File: src/rtl/tcb_pkg.sv
// Shared sizing helpers for the TCB library response-path blocks.
// The tracking entry layout is {act, wen, ben[BW-1:0]}; blocks build the struct locally from BW.
package tcb_pkg;

  // Width of one tracking entry {act, wen, ben}.
  function automatic int unsigned trk_width(input int unsigned bw);
    return bw + 2;
  endfunction

  // Number of GRN-byte lane groups in a BW-byte bus.
  function automatic int unsigned grp_count(input int unsigned bw, input int unsigned grn);
    return bw / grn;
  endfunction

endpackage

File: src/rtl/tcb_lib_delay_line.sv
// Fixed-depth shift register with async active-low reset; DLY=0 is a straight wire.
// Never stalls: every stage advances every cycle.
module tcb_lib_delay_line #(
  parameter int unsigned W   = 1,
  parameter int unsigned DLY = 1
) (
  input  logic         clk,
  input  logic         rst_n,
  input  logic [W-1:0] din,
  output logic [W-1:0] dout
);

  generate
    if (DLY == 0) begin : g_bypass
      logic unused_clk;
      assign unused_clk = clk ^ rst_n;
      assign dout = din;
    end else begin : g_pipe
      logic [W-1:0] stg [DLY];

      always_ff @(posedge clk or negedge rst_n) begin
        if (!rst_n) begin
          for (int i = 0; i < DLY; i++) stg[i] <= '0;
        end else begin
          stg[0] <= din;
          for (int i = 1; i < DLY; i++) stg[i] <= stg[i-1];
        end
      end

      assign dout = stg[DLY-1];
    end
  endgenerate

endmodule

File: src/rtl/tcb_lib_register_response.sv
// TCB register slice on the response path: request passes through, rdt/err are registered once.
// Upstream response delay becomes DLY+1; idle cycles and unselected lane groups hold their value.
module tcb_lib_register_response
  import tcb_pkg::*;
#(
  parameter int unsigned AW  = 32,
  parameter int unsigned DW  = 32,
  parameter int unsigned BW  = DW/8,
  parameter int unsigned DLY = 1,
  parameter int unsigned GRN = 1
) (
  input  logic          clk,
  input  logic          rst_n,
  input  logic          sub_vld,
  output logic          sub_rdy,
  input  logic          sub_wen,
  input  logic [AW-1:0] sub_adr,
  input  logic [BW-1:0] sub_ben,
  input  logic [DW-1:0] sub_wdt,
  output logic [DW-1:0] sub_rdt,
  output logic          sub_err,
  output logic          man_vld,
  input  logic          man_rdy,
  output logic          man_wen,
  output logic [AW-1:0] man_adr,
  output logic [BW-1:0] man_ben,
  output logic [DW-1:0] man_wdt,
  input  logic [DW-1:0] man_rdt,
  input  logic          man_err
);

  localparam int unsigned GRP_NUM = grp_count(BW, GRN);
  localparam int unsigned GRP_W   = 8 * GRN;

  typedef struct packed {
    logic          act;
    logic          wen;
    logic [BW-1:0] ben;
  } tcb_trk_t;

  tcb_trk_t           trk_in;
  tcb_trk_t           tap;
  logic               trn;
  logic [GRP_NUM-1:0] grp_upd;

  assign man_vld = sub_vld;
  assign man_wen = sub_wen;
  assign man_adr = sub_adr;
  assign man_ben = sub_ben;
  assign man_wdt = sub_wdt;
  assign sub_rdy = man_rdy;

  assign trn    = man_vld & man_rdy;
  assign trk_in = '{act: trn, wen: man_wen, ben: man_ben};

  // Remembers which cycles carry a response and which byte lanes it owns.
  tcb_lib_delay_line #(
    .W   (trk_width(BW)),
    .DLY (DLY)
  ) u_trk (
    .clk   (clk),
    .rst_n (rst_n),
    .din   (trk_in),
    .dout  (tap)
  );

  always_comb begin
    grp_upd = '0;
    for (int g = 0; g < GRP_NUM; g++) begin
      grp_upd[g] = tap.act & ~tap.wen & (|tap.ben[g*GRN +: GRN]);
    end
  end

  always_ff @(posedge clk or negedge rst_n) begin
    if (!rst_n) begin
      sub_rdt <= '0;
      sub_err <= 1'b0;
    end else begin
      if (tap.act) sub_err <= man_err;
      for (int g = 0; g < GRP_NUM; g++) begin
        if (grp_upd[g]) sub_rdt[g*GRP_W +: GRP_W] <= man_rdt[g*GRP_W +: GRP_W];
      end
    end
  end

endmodule

File: config.mk
export PLATFORM = sky130hd
export DESIGN_NAME = tcb_lib_register_response
export DESIGN_NICKNAME = d
export VERILOG_FILES = /design/src/rtl/tcb_pkg.sv /design/src/rtl/tcb_lib_delay_line.sv /design/src/rtl/tcb_lib_register_response.sv
export SDC_FILE = /design/constraint.sdc
export NUM_CORES = 1
export LEC_CHECK = 0
export CAP_MARGIN = 20
export CORE_UTILIZATION = 31
export DETAILED_ROUTE_END_ITERATION = 16
export PLACE_DENSITY = 0.87
export SYNTH_ARGS = -nofsm -noshare
export SYNTH_HDL_FRONTEND = slang
export SYNTH_SLANG_ARGS = --single-unit
File: constraint.sdc
create_clock -name clk -period 1.8 [get_ports clk]
set_input_delay 0.36 -clock clk [delete_from_list [all_inputs] [get_ports clk]]
set_output_delay 0.36 -clock clk [all_outputs]
set_load 0.02 [all_outputs]
==> metrics.txt <==
post-route DRC violation count=0; post-CTS clock slew at the launch and capture registers of the worst setup and hold paths=0.08 ns; Yosys warning total=0; Mapped Area=1990 um^2; Bufs and invs on worst path=1; Starting Density=32.8%; Fin. Hold Viols=0; TritonRoute pass-1 iters=3; die outline width=82.0 um; # Post-CTS Setup Buffers=0; Final Cell Area=2440 um^2; cells after synthesis=149; Period Utilization, post-route=89.9%; highest net fanout along the worst path=2; Max Clock Freq=0.618 GHz; count of nets after finishing=274; Max transition margin=72.4%; capture instance of the worst register-to-register path=sub_rdt[23]; worst min-delay path class=input pin to async pin; Congestion Overflow GR=0; # rows=28; maximum capacitance violations=0; Wirelength per Cell=16.5 um; pin slew with the least headroom to its limit=0.415 ns; Leakage Power=1.06 nW; number of cells on the critical path=1; cells traversed along the worst timing path=clkdlybuf4s50_1; DPL Wire Length=3.21 mm; clock latency at the later pin of the worst-skew pair=0.29 ns; H-tree level count=2; first-pass GRT wire length=5.73 mm; crit path from=sub_rdt[26]; vias after detailed routing=1058; Avg Vias per Cell=4.34; DP Area=2360 um^2; synth-to-layout area growth=23.0%; I/O Buffers=81; maximum number of pins on one net before global-route repair=22; number of violations reported at the end of detailed-routing iteration 0=4; post-placement cell count=235; post-synthesis net count=255; result of the run=completed; CTS sink cnt=39; capturing element type of the critical path=output port; die height=82.0 um; pins over their slew limit=0; Final min period=1.62 ns; IO Count=210; kind of cell with the highest combined delay on the critical path=buffers and inverters; Slowest Stage Delay on Critical Path=0.61 ns; overall routing resource usage=12.1%; Setup WS post-layout=0.182 ns; post-layout instance count excluding filler cells=244; Reg2Reg Launch Point=u_trk.dout[5]; Critical Path Sink=sub_rdt[26]; share of layout cells above drive strength 1=27.8%; data required time at the worst endpoint=1.44 ns; number of global-route vias before repair=1126; final worst hold slack=0.395 ns; worst endpoint data arrival time=1.26 ns; sort of element at the start of the critical path=register; worst setup slack after placement=-0.0428 ns; final setup violation count=0; TritonCTS clock tree=built; critical path's slowest cell=clkdlybuf4s50_1; ANT cells=0; highest ir drop seen on vdd=0.494 mV; ratio of total power to cell area=1050 nW/um^2; Sum Neg Setup Slack=0 ns; Core Region=6060 um^2; sequential element share of the synthesized area=49.1%; number of register bits inferred by synthesis=39; cell count of the worst reg-to-reg path=2; detailed-route wire length=4.03 mm; Unique masters post-synth=7; Detail Route Antenna Nets=0; Die Outline Area=6730 um^2; antenna violations before repair=0; clk root buf=clkbuf_8; skew final=0.00868 ns; average footprint of a synthesized cell=13.3 um^2; Placer Congestion=0.633; RSZ-0062 raised after global routing=no; flop-to-flop setup slack=0.52 ns; Inserted Clock Buffers=5; number of buffers on the longest clock path=2; startpoint-to-endpoint class of the critical path=register to output port
per-stage QoR:
stage	utilization (%)	total power [W]
after CTS	40.3	0.00261
after global routing	40.3	0.00271
after detailed placement	38.9	0.00202
after global placement	38.9	0.00200
after floorplan	-	0.00174
final	40.3	0.00256
per-layer routing:
layer / vias to the layer above / track usage (%) / wire length (um) / share of wire (%)
met1: 487 / 9.97 / 1230 / 31
met4: 0 / 8.95 / 200 / 5.0
met2: 79 / 21.5 / 2070 / 51
met5: - / 0 / 0 / 0
met3: 40 / 6.33 / 522 / 13
li1: 452 / - / - / -
kinds of logic (layout without fill, tap and decap cells):
logic type	after synthesis	after routing	share of synthesized area, %
buffers and inverters	72	92	27.4
DFF	39	39	49.1
muxes	33	33	19.1
and+or+nand+nor	5	5	4.35
where the power goes:
group	total [W]	internal (W)	switching, W
Clock	0.000571	0.000271	0.000300
Sequential	0.00113	0.00104	0.0000861
Combinational	0.000857	0.000490	0.000367
worst min-delay path by stage:
stage / from / end / cells past startpoint
3_3_place_gp: rst_n / sub_rdt[1] / 1
6_report: rst_n / sub_rdt[4] / 2
4_1_cts: rst_n / sub_rdt[4] / 2
2_1_floorplan: rst_n / sub_err / 0
5_1_grt: rst_n / sub_rdt[4] / 2
3_5_place_dp: rst_n / sub_rdt[4] / 1
final cells by class:
type / instances / area, um^2
fillers: 566 / 3620
flip-flops and latches: 39 / 976
clock inverters: 2 / 12.5
repair buffers: 84 / 822
clock buffers: 6 / 72.6
well taps: 75 / 93.8
multi-input cells: 38 / 465
synth_stat cells:
cell / instances / area (um^2)
buf_4: 71 / 533
dfrtp_1: 39 / 976
mux2_2: 31 / 349
nand3b_4: 4 / 80.1
mux2_4: 2 / 30.0
buf_6: 1 / 11.3
and2_1: 1 / 6.26
layout by cell type (no fill, tap or decap), drive strengths merged:
cell | Yosys | routed
dlygate4sd2 | 0 | 7
dfrtp | 39 | 39
mux2 | 33 | 33
clkinv | 0 | 1
dlygate4sd3 | 0 | 1
clkinvlp | 0 | 1
clkdlybuf4s50 | 0 | 73
nand3b | 4 | 4
buf | 72 | 3
and2 | 1 | 1
clkbuf | 0 | 6
flip-flops by register name, indices dropped and copies added, names as in the netlist:
signal,flops
sub_rdt,32
u_trk.dout,6
sub_err,1
timing repair:
item                                   CTS  global route
setup endpoints to repair                7             0
resized for setup                        7             0
endpoints found under the hold margin    2             0
hold buffers                             1             0
Power figures use the tool's default switching activity.
